--- config.mk ---
export PLATFORM = sky130hd
export DESIGN_NAME = alert_handler_esc_ping_sched
export DESIGN_NICKNAME = d
export VERILOG_FILES = /design/src/rtl/alert_handler_ping_pkg.sv /design/src/rtl/alert_handler_ping_lfsr.sv /design/src/rtl/alert_handler_esc_ping_sched.sv
export SDC_FILE = /design/constraint.sdc
export NUM_CORES = 1
export LEC_CHECK = 0
export CORE_MARGIN = 4
export CORE_UTILIZATION = 50
export CTS_BUF_LIST = sky130_fd_sc_hd__clkbuf_8 sky130_fd_sc_hd__clkbuf_16
export CTS_CLUSTER_DIAMETER = 100
export DETAILED_ROUTE_END_ITERATION = 6
export PLACE_DENSITY_LB_ADDON = 0.12
export SKIP_CTS_REPAIR_TIMING = 1
export SYNTH_ARGS = -nofsm -noshare
export SYNTH_HDL_FRONTEND = slang
export SYNTH_SLANG_ARGS = --single-unit
export TNS_END_PERCENT = 50
--- constraint.sdc ---
create_clock -name clk_i -period 2.8 [get_ports clk_i]
set_input_delay 0.56 -clock clk_i [delete_from_list [all_inputs] [get_ports clk_i]]
set_output_delay 0.56 -clock clk_i [all_outputs]
set_load 0.005 [all_outputs]
--- src/rtl/alert_handler_ping_pkg.sv ---
// Shared state encoding and LFSR constants for the escalation ping scheduler.
package alert_handler_ping_pkg;

  typedef enum logic [1:0] {
    Idle = 2'b00,
    Wait = 2'b01,
    Ping = 2'b10
  } ping_state_e;

  localparam logic [31:0] LFSR_POLY         = 32'h8000_0057;
  localparam logic [31:0] LFSR_SEED_DEFAULT = 32'h7FFF_FFFF;

  // Right-shifting Galois step: feedback tap taken from bit 0.
  function automatic logic [31:0] lfsr_step(input logic [31:0] s);
    return {1'b0, s[31:1]} ^ (s[0] ? LFSR_POLY : 32'h0);
  endfunction

endpackage

--- src/rtl/alert_handler_ping_lfsr.sv ---
// 32-bit Galois LFSR supplying the pseudo-random ping spacing; holds while disabled.
module alert_handler_ping_lfsr
  import alert_handler_ping_pkg::*;
#(
  parameter logic [31:0] SEED = LFSR_SEED_DEFAULT
) (
  input  logic        clk_i,
  input  logic        rst_ni,
  input  logic        en_i,
  output logic [31:0] state_o
);

  always_ff @(posedge clk_i or negedge rst_ni) begin
    if (!rst_ni)   state_o <= SEED;
    else if (en_i) state_o <= lfsr_step(state_o);
  end

endmodule

--- src/rtl/alert_handler_esc_ping_sched.sv ---
// Round-robin liveness pinger for the escalation senders, with LFSR-randomised spacing.
// Build option ALERT_HANDLER_PING_FAIL_STICKY_EN makes esc_ping_fail_o sticky until en_i drops.
module alert_handler_esc_ping_sched
  import alert_handler_ping_pkg::*;
#(
  parameter int unsigned N_ESC_SEV   = 4,
  parameter int unsigned PING_CNT_DW = 24,
  parameter logic [31:0] LFSR_SEED   = LFSR_SEED_DEFAULT,
  parameter int unsigned WAIT_DW     = 8,
  parameter int unsigned MIN_WAIT    = 16,
  localparam int unsigned IdW        = (N_ESC_SEV > 1) ? $clog2(N_ESC_SEV) : 1
) (
  input  logic                   clk_i,
  input  logic                   rst_ni,
  input  logic                   en_i,
  input  logic [PING_CNT_DW-1:0] ping_timeout_cyc_i,
  input  logic [N_ESC_SEV-1:0]   esc_en_i,
  input  logic [N_ESC_SEV-1:0]   esc_active_i,
  input  logic [N_ESC_SEV-1:0]   ping_ok_i,
  output logic [N_ESC_SEV-1:0]   ping_req_o,
  output logic                   esc_ping_fail_o,
  output logic [1:0]             ping_state_o,
  output logic [IdW-1:0]         ping_id_o
);

  ping_state_e            state_q, state_d;
  logic [IdW-1:0]         ptr_q, ptr_d, ptr_inc;
  logic [PING_CNT_DW-1:0] wait_cnt_q, wait_cnt_d;
  logic [PING_CNT_DW-1:0] ping_cnt_q, ping_cnt_d;
  logic [N_ESC_SEV-1:0]   req_q, req_d;
  logic                   fail_q, fail_d;

  logic [31:0]            lfsr_q;
  logic [PING_CNT_DW:0]   wait_sum;
  logic [PING_CNT_DW-1:0] wait_load;
  logic                   unused_lfsr_hi;

  alert_handler_ping_lfsr #(
    .SEED(LFSR_SEED)
  ) u_lfsr (
    .clk_i  (clk_i),
    .rst_ni (rst_ni),
    .en_i   (en_i),
    .state_o(lfsr_q)
  );

  // Spacing comes from the current (pre-advance) LFSR value; sum saturates.
  assign wait_sum       = {1'b0, PING_CNT_DW'(lfsr_q[WAIT_DW-1:0])} + (PING_CNT_DW+1)'(MIN_WAIT);
  assign wait_load      = wait_sum[PING_CNT_DW] ? '1 : wait_sum[PING_CNT_DW-1:0];
  assign unused_lfsr_hi = ^lfsr_q[31:WAIT_DW];

  assign ptr_inc = (ptr_q == IdW'(N_ESC_SEV - 1)) ? '0 : ptr_q + IdW'(1);

  always_comb begin
    state_d    = state_q;
    ptr_d      = ptr_q;
    wait_cnt_d = wait_cnt_q;
    ping_cnt_d = ping_cnt_q;
    req_d      = '0;
`ifdef ALERT_HANDLER_PING_FAIL_STICKY_EN
    fail_d     = fail_q;
`else
    fail_d     = 1'b0;
`endif
    if (!en_i) begin
      // Disable wins everywhere; pointer is kept so the rotation resumes in place.
      state_d    = Idle;
      wait_cnt_d = '0;
      ping_cnt_d = '0;
      fail_d     = 1'b0;
    end else begin
      unique case (state_q)
        Idle: begin
          wait_cnt_d = wait_load;
          state_d    = Wait;
        end
        Wait: begin
          if (wait_cnt_q == '0) begin
            if (esc_en_i[ptr_q]) begin
              state_d       = Ping;
              ping_cnt_d    = '0;
              req_d[ptr_q]  = 1'b1;
            end else begin
              ptr_d      = ptr_inc;
              wait_cnt_d = wait_load;
            end
          end else begin
            wait_cnt_d = wait_cnt_q - 1'b1;
          end
        end
        Ping: begin
          // An escalating sender cannot answer, so activity counts as a good ack.
          if (ping_ok_i[ptr_q] || esc_active_i[ptr_q] ||
              (ping_cnt_q >= ping_timeout_cyc_i)) begin
            if (!ping_ok_i[ptr_q] && !esc_active_i[ptr_q]) fail_d = 1'b1;
            ptr_d      = ptr_inc;
            wait_cnt_d = wait_load;
            ping_cnt_d = '0;
            state_d    = Wait;
          end else begin
            req_d[ptr_q] = 1'b1;
            if (ping_cnt_q != '1) ping_cnt_d = ping_cnt_q + 1'b1;
          end
        end
        default: state_d = Idle;
      endcase
    end
  end

  always_ff @(posedge clk_i or negedge rst_ni) begin
    if (!rst_ni) begin
      state_q    <= Idle;
      ptr_q      <= '0;
      wait_cnt_q <= '0;
      ping_cnt_q <= '0;
      req_q      <= '0;
      fail_q     <= 1'b0;
    end else begin
      state_q    <= state_d;
      ptr_q      <= ptr_d;
      wait_cnt_q <= wait_cnt_d;
      ping_cnt_q <= ping_cnt_d;
      req_q      <= req_d;
      fail_q     <= fail_d;
    end
  end

  assign ping_req_o      = req_q;
  assign esc_ping_fail_o = fail_q;
  assign ping_state_o    = state_q;
  assign ping_id_o       = ptr_q;

endmodule

==> results of run 1 <==
-- layer usage --
metal	up-vias	share of wire
li1	2310	-
met1	2357	0.45
met2	142	0.48
met3	22	0.046
met4	0	0.015
met5	-	0
-- per-stage QoR --
stage                     setup TNS [ns]  power [mW]  cell area, um2  hold WS [ns]  worst slack (ns)
final                             -0.174        5.14            7250         0.276           -0.0455
after global routing               -2.20        5.47            7250         0.378            -0.121
after CTS                          -7.10        4.98            6740         0.345            -0.284
after detailed placement          -28.17        4.05            6530         0.497            -0.634
after global placement            -26.36        3.98            6530         0.492            -0.596
after floorplan                  -0.0164        3.34            5500         0.264           -0.0164
-- power by group --
part           internal, mW  switching [mW]  total (mW)
registers              1.78           0.269        2.05
logic                  1.09            1.08        2.17
clock network         0.359           0.566       0.926
total                  3.23            1.92        5.14
-- synth_stat cells, types with 5 or more instances --
master / number
nand2_1: 42
dfrtp_1: 58
inv_1: 43
o31ai_1: 8
nand3_1: 29
and2_1: 5
a21oi_1: 40
a21o_1: 11
o21ai_0: 31
ha_1: 35
a211o_1: 7
nand4_1: 14
buf_2: 5
nor3_1: 15
or4_1: 8
nor2_1: 43
xnor2_1: 7
mux2_2: 30
o21a_1: 5
nor4_1: 8
clkbuf_1: 12
dfstp_2: 31
or3_1: 6
a31oi_1: 5
-- layout make-up --
class                   instances  area (um2)
flip-flops and latches         89        2270
clock buffers                   9         124
inverters                      43         169
multi-input cells             420        3310
clock inverters                 7        86.3
well taps                     136         170
repair buffers                123        1120
fillers                       770        3170
-- registers in the layout, indices dropped and copies added (netlist names) --
name,count
ping_state_o,2
wait_cnt_q,24
esc_ping_fail_o,1
ping_req_o,4
u_lfsr.state_o,32
ping_cnt_q,24
ping_id_o,2
-- logic make-up (layout without fill, tap and decap cells) --
kind of cell	Yosys count	after routing
AO/OA/AOI/OAI	138	139
XOR/XNOR	7	7
adder cells (fa/ha/maj)	35	35
buffers and inverters	63	182
flip-flops	89	89
multiplexers	36	36
AND/OR/NAND/NOR	203	203
-- worst register-to-register path, cell delays in order, from the launching register on --
cell and delay, ns:
dfrtp_1 0.40, or4_4 0.54, or4_4 0.52, or4_4 0.44
or2_4 0.26, or4_1 0.40, o21ai_1 0.14, a21o_1 0.09
-- worst max-delay path by stage --
stage | from | endpoint | slack [ns] | depth (start not counted)
6_report | wait_cnt_q[4] | wait_cnt_q[21] | -0.05 | 7
5_1_grt | wait_cnt_q[19] | ping_cnt_q[7] | -0.12 | 9
4_1_cts | ping_timeout_cyc_i[0] | wait_cnt_q[2] | -0.28 | 11
3_5_place_dp | ping_timeout_cyc_i[0] | ping_cnt_q[19] | -0.63 | 11
3_3_place_gp | ping_timeout_cyc_i[0] | ping_cnt_q[19] | -0.60 | 11
2_1_floorplan | ping_timeout_cyc_i[19] | ping_cnt_q[19] | -0.02 | 11
==> metrics.md, run 1 <==
| Metric | Value |
|---|---|
| Critical R2R Launch | `wait_cnt_q[4]` |
| Initial antenna violation count | `0` |
| Final WS setup | `-0.0455 ns` |
| CP delay by family, top | `simple AND/OR/NAND/NOR gates` |
| Commonest register cell after synthesis | `dfrtp_1` |
| Crit. End Element | `register` |
| Post-Syn Area | `0.00539 mm2` |
| Sequential share of the synthesized area | `0.420` |
| ANT cells | `0` |
| CP max stage cell | `or4_4` |
| Required time of the critical path | `3.12 ns` |
| Flops & latches, synth | `89` |
| Post-synthesis simple-gate area fraction | `0.200` |
| Mapped Nets | `645` |
| Clock Latency Late Sink | `0.39 ns` |
| Total congestion overflow | `0` |
| Met1 usage | `0.290` |
| First-pass DRT Iterations | `5` |
| Vias in the first global route | `4648` |
| Worst Skew | `0.0182 ns` |
| Pwr dens | `710 mW/mm2` |
| Largest stage delay on the critical path | `0.54 ns` |
| Post-route minimum period | `2.85 ns` |
| Commonest cells after routing, fill and taps aside | `buf_4 (67), dfrtp_1 (57), nor2_1 (41)` |
| Status | `finished, violations left` |
| Period utilization | `1.02` |
| VDD IR max | `0.514 mV` |
| Kind of critical path | `register to register` |
| Inst Count DP | `801` |
| Max Cap Viol | `0` |
| Setup-failing EPs final | `11` |
| Reg-to-reg setup timing slack | `-0.05 ns` |
| Worst-path fanout max | `4` |
| Main combinational cell family by area after synthesis | `simple AND/OR/NAND/NOR gates` |
| Detail Route Antenna Nets | `0` |
| Clk buf depth | `2` |
| Mux contribution to synthesized area | `0.0785` |
| Post-DP HPWL | `9540 um` |
| CP Cell Sequence | `or4_4 -> or4_4 -> or4_4 -> or2_4 -> or4_1 -> o21ai_1 -> a21o_1` |
| Area Growth Syn to Fin | `34.5%` |
| Cell leakage power | `3.25 nW` |
| Core ar. | `0.0104 mm2` |
| Number of port buffers | `47` |
| Failing checks | `setup timing` |
| Worst reg-to-reg path cell count | `7` |
| # IOs | `48` |
| Max Transition Viols Final | `0` |
| Top post-synthesis cells by area | `dfrtp_1 (27%), dfstp_2 (15%), ha_1 (8.1%)` |
| Die area | `0.0125 mm2` |
| Clk root buf | `clkbuf_8` |
| DR WL/cell | `16.5 um` |
| Final core utilization | `0.696` |
| Sinks on Clock Net | `89` |
| Cell taking the most area after synthesis | `dfrtp_1` |
| Type of the most critical hold path | `primary input to async pin` |
| Pin count of the biggest net entering global routing | `73` |
| Most common cell after layout, fill and taps aside | `buf_4` |
| Share of the synthesized area in the top cell type | `0.269` |
| Final GP Congestion | `0.878` |
| Worst slew pin tran | `0.923 ns` |
| Final wirelength | `13700 um` |
| Via count | `4831` |
| # DRC | `0` |
| DIE HEIGHT | `112 um` |
| Layout cells sized above 1 | `0.340` |
| Global-route layer with the greatest usage | `met2` |
| EDFF count, synth | `0` |
| Final Hold Vio Count | `0` |
| Startpoint types | `register` |
| YS warnings | `0` |
| Synth Area in Adders | `0.0813` |
| Met2 usage | `0.330` |
| H-tree levels | `3` |
| GRT met3 Usage | `0.0315` |
| Fraction of registers with async set or reset after synthesis | `1.00` |
| CP most frequent cell | `or4_4` |
| CTS tree | `built` |
| Xor-xnor portion of the synthesized cell area | `0.0114` |
| Initial Utilization | `0.517` |
| FF-to-FF End | `wait_cnt_q[21]` |
| RSZ-0062 raised after global routing | `yes` |
| Compound-Gate Fraction of Synth Area | `0.162` |
| CTS buffer count | `9` |
| Mapped Cells | `571` |
| Critical path buffers and inverters | `0` |
| Yosys cell types | `61` |
| Relative slew slack | `0.385` |
| F_max | `351 MHz` |
| Mean Syn Cell Area | `9.44 um2` |
| Cell row count | `37` |
| Global-route wire length before repair | `21600 um` |
| Gr usage total | `0.206` |
| Via/cell ratio | `5.84` |
| Critical path arrival | `3.17 ns` |
| Nets | `760` |
| CTS clk-pin slew, worst paths | `0.12 ns` |
| Layout Cells excl Fill | `827` |
| 1st-iter DRT viols | `380` |
| Die X | `112 um` |
No activity file was read; power rests on OpenSTA's default activity.
==> run 2, diff against run 1 <==
--- a/config.mk
+++ b/config.mk
@@ -10,7 +10,7 @@
 export CTS_BUF_LIST = sky130_fd_sc_hd__clkbuf_8 sky130_fd_sc_hd__clkbuf_16
 export CTS_CLUSTER_DIAMETER = 100
 export DETAILED_ROUTE_END_ITERATION = 6
-export PLACE_DENSITY_LB_ADDON = 0.12
+export PLACE_DENSITY = 0.79
 export SKIP_CTS_REPAIR_TIMING = 1
 export SYNTH_ARGS = -nofsm -noshare
 export SYNTH_HDL_FRONTEND = slang
==> run 2 against run 1 <==
Net effect:
- the flow still finishes with violations (setup timing)
- fmax decreased by 1.7%
- clock-buffer cell count unchanged
- worst setup slack got worse by 0.048 ns
- largest cell class unchanged
==> metrics.md, run 2 (synthesized netlist as in run 1, its figures left out) <==
| Metric | Value |
|---|---|
| Pin count of the biggest net entering global routing | `72 (-1.4%)` |
| Sinks on Clock Net | `89 (unchanged)` |
| Most common cell after layout, fill and taps aside | `buf_4` |
| H-tree levels | `3 (unchanged)` |
| Clk pwr share | `0.170 (-0.010)` |
| Die area | `0.0125 mm2 (unchanged)` |
| Met1 usage | `0.273 (-0.0176)` |
| Critical R2R Launch | `wait_cnt_q[4]` |
| CTS tree | `built` |
| Cell row count | `37 (unchanged)` |
| First-pass DRT Iterations | `6 (+1)` |
| # DRC | `0 (unchanged)` |
| Startpoint types | `register` |
| Tot Pwr | `5.30 mW (+3.0%)` |
| Via count | `5100 (+5.6%)` |
| Initial antenna violation count | `0 (unchanged)` |
| Met2 usage | `0.367 (+0.0372)` |
| Period utilization | `1.03 (+0.0173)` |
| Nets | `763 (+0.39%)` |
| Global-route wire length before repair | `22400 um (+3.7%)` |
| Kind of critical path | `register to register` |
| Largest registers | `u_lfsr.state_o: 32 flops, ping_cnt_q: 24 flops, wait_cnt_q: 24 flops` |
| Setup tns final | `-0.206 ns (-0.0321 ns)` |
| Gr usage total | `0.213 (+0.00709)` |
| Sw frac | `0.374 (+0.000702)` |
| CTS clk-pin slew, worst paths | `0.10 ns (-0.02 ns)` |
| Clk root buf | `clkbuf_8` |
| Type of the most critical hold path | `primary input to async pin` |
| Commonest cells after routing, fill and taps aside | `buf_4 (69), dfrtp_1 (56), nor2_1 (41)` |
| Required time of the critical path | `3.10 ns (-0.02 ns)` |
| Post-route minimum period | `2.89 ns (+0.0483 ns)` |
| F_max | `346 MHz (-1.7%)` |
| Layout cells sized above 1 | `0.373 (+0.0331)` |
| Place WS | `-0.684 ns (-0.0508 ns)` |
| Post-route cell area | `0.00743 mm2 (+2.6%)` |
| CTS buffer count | `9 (unchanged)` |
| Cell leakage power | `3.37 nW (+3.8%)` |
| ANT cells | `0 (unchanged)` |
| Reg-to-reg setup timing slack | `-0.09 ns (-0.05 ns)` |
| Sequential power share | `0.391 (-0.007)` |
| Total congestion overflow | `0 (unchanged)` |
| Number of port buffers | `47 (unchanged)` |
| Final WS setup | `-0.0938 ns (-0.0483 ns)` |
| Post-DP HPWL | `9710 um (+1.8%)` |
| Worst slew pin tran | `0.909 ns (-0.0145 ns)` |
| Worst reg-to-reg path cell count | `7 (unchanged)` |
| Initial Utilization | `0.517 (unchanged)` |
| Max Transition Viols Final | `0 (unchanged)` |
| DP Area | `0.00651 mm2 (-0.31%)` |
| DIE HEIGHT | `112 um (unchanged)` |
| DR WL/cell | `18.3 um (+11%)` |
| Area Growth Syn to Fin | `38.0%` |
| Worst Skew | `0.0176 ns (-0.000613 ns)` |
| Setup-failing EPs final | `5 (-6)` |
| 1st-iter DRT viols | `380 (unchanged)` |
| Status | `finished, violations left` |
| Clock Latency Late Sink | `0.37 ns (-0.02 ns)` |
| Final Hold Vio Count | `0 (unchanged)` |
| Global-route layer with the greatest usage | `met2` |
| Final GP Congestion | `0.935 (+6.5%)` |
| Inst Count DP | `795 (-0.75%)` |
| FF-to-FF End | `wait_cnt_q[21]` |
| Net switching power | `1.98 mW (+3.2%)` |
| Core ar. | `0.0104 mm2 (unchanged)` |
| Comb pwr share | `0.439 (+0.017)` |
| Relative slew slack | `0.394 (+0.00968)` |
| Vias in the first global route | `4886 (+5.1%)` |
| Die X | `112 um (unchanged)` |
| Worst-path fanout max | `4 (unchanged)` |
| RSZ-0062 raised after global routing | `yes` |
| GRT met3 Usage | `0.0446 (+0.0130)` |
| Max FFs per register | `32 (unchanged)` |
| Clk buf depth | `2 (unchanged)` |
| VDD IR max | `0.543 mV (+5.7%)` |
| Final wirelength | `15200 um (+11%)` |
| Failing checks | `setup timing` |
| Smallest hold slack | `0.299 ns (+0.0226 ns)` |
| Detail Route Antenna Nets | `0 (unchanged)` |
| Layout Cells excl Fill | `830 (+0.36%)` |
| Max Cap Viol | `0 (unchanged)` |
| Pwr dens | `712 mW/mm2 (+0.38%)` |
| Via/cell ratio | `6.14 (+5.2%)` |
| Internal | `3.32 mW (+2.8%)` |
| Critical path arrival | `3.20 ns (+0.03 ns)` |
| # IOs | `48 (unchanged)` |
| Final core utilization | `0.714 (+0.0179)` |
| Crit. End Element | `register` |
| Most flops, register | `u_lfsr.state_o` |
run 2: cell types whose count changed in the layout (fill, tap and decap cells not counted), sizes merged, moves of 2 or more:
cell / previous run / this run
clkbuf: 10 / 12
clkdlybuf4s50: 33 / 24
clkinv: 4 / 2
dlymetal6s2s: 12 / 21
run 2: layout make-up:
class	count	area, um2
multi-input combinational	421	3410
fill	702	2980
sequential	89	2270
timing repair buffer	125	1210
tap	136	170
inverter	43	169
clock buffer	9	124
clock inverter	7	82.6
run 2: critical path, stage by stage, from the launching register on:
cell,delay [ns]
dfrtp_1,0.40
or4_4,0.54
or4_4,0.53
or4_4,0.46
or2_4,0.27
or4_4,0.42
o21ai_2,0.12
a21o_1,0.10
run 2: worst max-delay path by stage:
stage	startpoint	end	slack, ns	cells past startpoint
CTS	ping_timeout_cyc_i[0]	wait_cnt_q[0]	-0.32	11
finish	wait_cnt_q[4]	wait_cnt_q[21]	-0.09	7
floorplan	ping_timeout_cyc_i[19]	ping_cnt_q[19]	-0.02	11
global placement	ping_timeout_cyc_i[0]	ping_cnt_q[19]	-0.55	11
global route	wait_cnt_q[4]	wait_cnt_q[21]	-0.15	7
detailed placement	ping_timeout_cyc_i[0]	ping_cnt_q[19]	-0.68	11
run 2: power groups by stage:
stage / Combinational (mW) / Sequential (mW) / Clock, mW
after floorplan: 1.34 / 2.00 / 0
after global placement: 1.92 / 2.05 / 0
after detailed placement: 2.01 / 2.08 / 0
after CTS: 2.02 / 2.06 / 0.921
after global routing: 2.54 / 2.12 / 0.976
final: 2.32 / 2.07 / 0.901
run 2: per-layer routing:
layer,up-vias,part of all wire
li1,2325,-
met1,2447,0.39
met2,258,0.51
met3,70,0.070
met4,0,0.035
met5,-,0
==> run 3, diff against run 2 <==
--- a/config.mk
+++ b/config.mk
@@ -6,11 +6,11 @@
 export NUM_CORES = 1
 export LEC_CHECK = 0
 export CORE_MARGIN = 4
-export CORE_UTILIZATION = 50
+export CORE_UTILIZATION = 45
 export CTS_BUF_LIST = sky130_fd_sc_hd__clkbuf_8 sky130_fd_sc_hd__clkbuf_16
 export CTS_CLUSTER_DIAMETER = 100
 export DETAILED_ROUTE_END_ITERATION = 6
-export PLACE_DENSITY = 0.79
+export PLACE_DENSITY = 0.73
 export SKIP_CTS_REPAIR_TIMING = 1
 export SYNTH_ARGS = -nofsm -noshare
 export SYNTH_HDL_FRONTEND = slang
==> run 3 against run 2 <==
Net effect:
- the run still ends with setup timing left
- global-route usage shrank 2.1 points
- combinational power shrank 5%
- core utilization shrank 7.7 points
- fmax grew 1.1%
- cell count is the same
- sequential cell count is the same
- highest routed layer unchanged
==> metrics.md, run 3 (synthesized netlist as in run 1, its figures left out) <==
| Metric | Value |
|---|---|
| Final-layout fill cell count | `886 (+26%)` |
| Setup tns final | `-0.0654 ns (+0.141 ns)` |
| Gr usage total | `0.192 (-0.0215)` |
| FF+latch area | `0.00227 mm2 (-0.11%)` |
| Post-DP HPWL | `9580 um (-1.4%)` |
| Type of the most critical hold path | `primary input to async pin` |
| Initial Utilization | `0.466 (-0.0514)` |
| Clock Latency Late Sink | `0.35 ns (-0.02 ns)` |
| H-tree levels | `3 (unchanged)` |
| Failing checks | `setup timing` |
| Pin count of the biggest net entering global routing | `68 (-5.6%)` |
| Most flops, register | `u_lfsr.state_o` |
| Max FFs per register | `32 (unchanged)` |
| Worst-path fanout max | `4 (unchanged)` |
| Worst Skew | `0.0106 ns (-0.00696 ns)` |
| Inst Count DP | `804 (+1.1%)` |
| DP Area | `0.00650 mm2 (-0.21%)` |
| Clk root buf | `clkbuf_16` |
| CTS clk-pin slew, worst paths | `0.07 ns (-0.03 ns)` |
| Startpoint types | `register` |
| Area Growth Syn to Fin | `36.6%` |
| Kind of critical path | `register to register` |
| Final GP Congestion | `0.863 (-7.8%)` |
| Required time of the critical path | `3.04 ns (-0.06 ns)` |
| Layout Cells excl Fill | `830 (unchanged)` |
| Via count | `4830 (-5.3%)` |
| Nets | `756 (-0.92%)` |
| Initial antenna violation count | `0 (unchanged)` |
| Final wirelength | `14300 um (-5.5%)` |
| DIE HEIGHT | `117 um (+5.0%)` |
| Period utilization | `1.02 (-0.0111)` |
| # DRC | `0 (unchanged)` |
| Smallest hold slack | `0.315 ns (+0.0161 ns)` |
| Core ar. | `0.0116 mm2 (+11%)` |
| Via/cell ratio | `5.82 (-5.3%)` |
| Max Cap Viol | `0 (unchanged)` |
| Most common cell after layout, fill and taps aside | `buf_4` |
| Multi-input logic area | `0.00334 mm2 (-2.1%)` |
| CTS buffer count | `9 (unchanged)` |
| 1st-iter DRT viols | `396 (+4.2%)` |
| Crit. End Element | `register` |
| Post-route minimum period | `2.86 ns (-0.0312 ns)` |
| VDD IR max | `0.558 mV (+2.9%)` |
| First-pass DRT Iterations | `7 (+1)` |
| Number of port buffers | `47 (unchanged)` |
| Detail Route Antenna Nets | `0 (unchanged)` |
| Cell row count | `39 (+5.4%)` |
| Final WS setup | `-0.0627 ns (+0.0312 ns)` |
| Total congestion overflow | `0 (unchanged)` |
| DR WL/cell | `17.3 um (-5.5%)` |
| Commonest cells after routing, fill and taps aside | `buf_4 (63), dfrtp_1 (58), nor2_1 (42)` |
| Vias in the first global route | `4695 (-3.9%)` |
| ANT cells | `0 (unchanged)` |
| Clk buf depth | `2 (unchanged)` |
| Setup-failing EPs final | `2 (-3)` |
| Place WS | `-0.740 ns (-0.0558 ns)` |
| RSZ-0062 raised after global routing | `yes` |
| Relative slew slack | `0.442 (+0.0479)` |
| Cell leakage power | `3.39 nW (+0.42%)` |
| CTS tree | `built` |
| Layout cells sized above 1 | `0.351 (-0.0224)` |
| Global-route wire length before repair | `22100 um (-1.5%)` |
| Pwr dens | `751 mW/mm2 (+5.5%)` |
| F_max | `349 MHz (+1.1%)` |
| Post-route cell area | `0.00736 mm2 (-0.96%)` |
| # IOs | `48 (unchanged)` |
| Status | `finished, violations left` |
| Critical path arrival | `3.10 ns (-0.10 ns)` |
| Die area | `0.0138 mm2 (+10%)` |
| Sinks on Clock Net | `89 (unchanged)` |
| Worst slew pin tran | `0.837 ns (-0.0719 ns)` |
| Die X | `117 um (+5.0%)` |
| Largest registers | `u_lfsr.state_o: 32 flops, ping_cnt_q: 24 flops, wait_cnt_q: 24 flops` |
| Final Hold Vio Count | `0 (unchanged)` |
| Max Transition Viols Final | `0 (unchanged)` |
[run 3: changes by cell type in the layout (fill, tap and decap cells not counted), sizes merged]
cell / change
clkinv: -2
inv: +1
clkbuf: -2
dlymetal6s2s: +3
clkdlybuf4s50: -3
buf: -4
[run 3: per-stage QoR]
stage               total power [mW]   util
global placement                3.97  0.562
finish                          5.53  0.637
CTS                             5.36  0.589
global route                    5.88  0.637
detailed placement              4.06  0.562
floorplan                       3.34      -
[run 3: layer usage]
| metal | up-vias | track usage | wire, um |
|---|---|---|---|
| met5 | - | 0 | 0 |
| met4 | 0 | 0.0557 | 345 |
| met3 | 36 | 0.0385 | 760 |
| met2 | 158 | 0.324 | 7210 |
| met1 | 2334 | 0.250 | 6020 |
| li1 | 2302 | - | - |
[run 3: path summary, 6_finish.rpt]
check	startpoint	cells after the start	to	slack [ns]
worst max-delay path	wait_cnt_q[4]	7	wait_cnt_q[21]	-0.06
max in group asynchronous	rst_ni	2	u_lfsr.state_o[30]	1.68
worst min register to register	u_lfsr.state_o[1]	2	u_lfsr.state_o[1]	0.51
worst min-delay path	rst_ni	1	ping_cnt_q[15]	0.31
min in group clk_i	u_lfsr.state_o[1]	2	u_lfsr.state_o[1]	0.51
worst max register to register	wait_cnt_q[4]	7	wait_cnt_q[21]	-0.06
[run 3: worst max-delay path, stage by stage, from the launching register on]
cell and delay [ns]:
dfrtp_1 0.38, or4_4 0.54, or4_4 0.53, or4_4 0.45, or2_4 0.27, o311ai_0 0.32, o21ai_1 0.12, a21o_1 0.16
[run 3: cell type report]
class,count,share of cell area
multi-input combinational,421,0.454
sequential,89,0.308
timing repair buffer,118,0.149
clock buffer,10,0.0340
tap,143,0.0243
inverter,43,0.0229
clock inverter,6,0.00833
[run 3: power breakdown]
part	switching (mW)	total [mW]	leakage (nW)	internal [mW]
clock	0.578	1.26	0.152	0.685
sequential	0.281	2.06	1.12	1.78
combinational	1.11	2.21	2.11	1.10
total	1.96	5.53	3.39	3.57
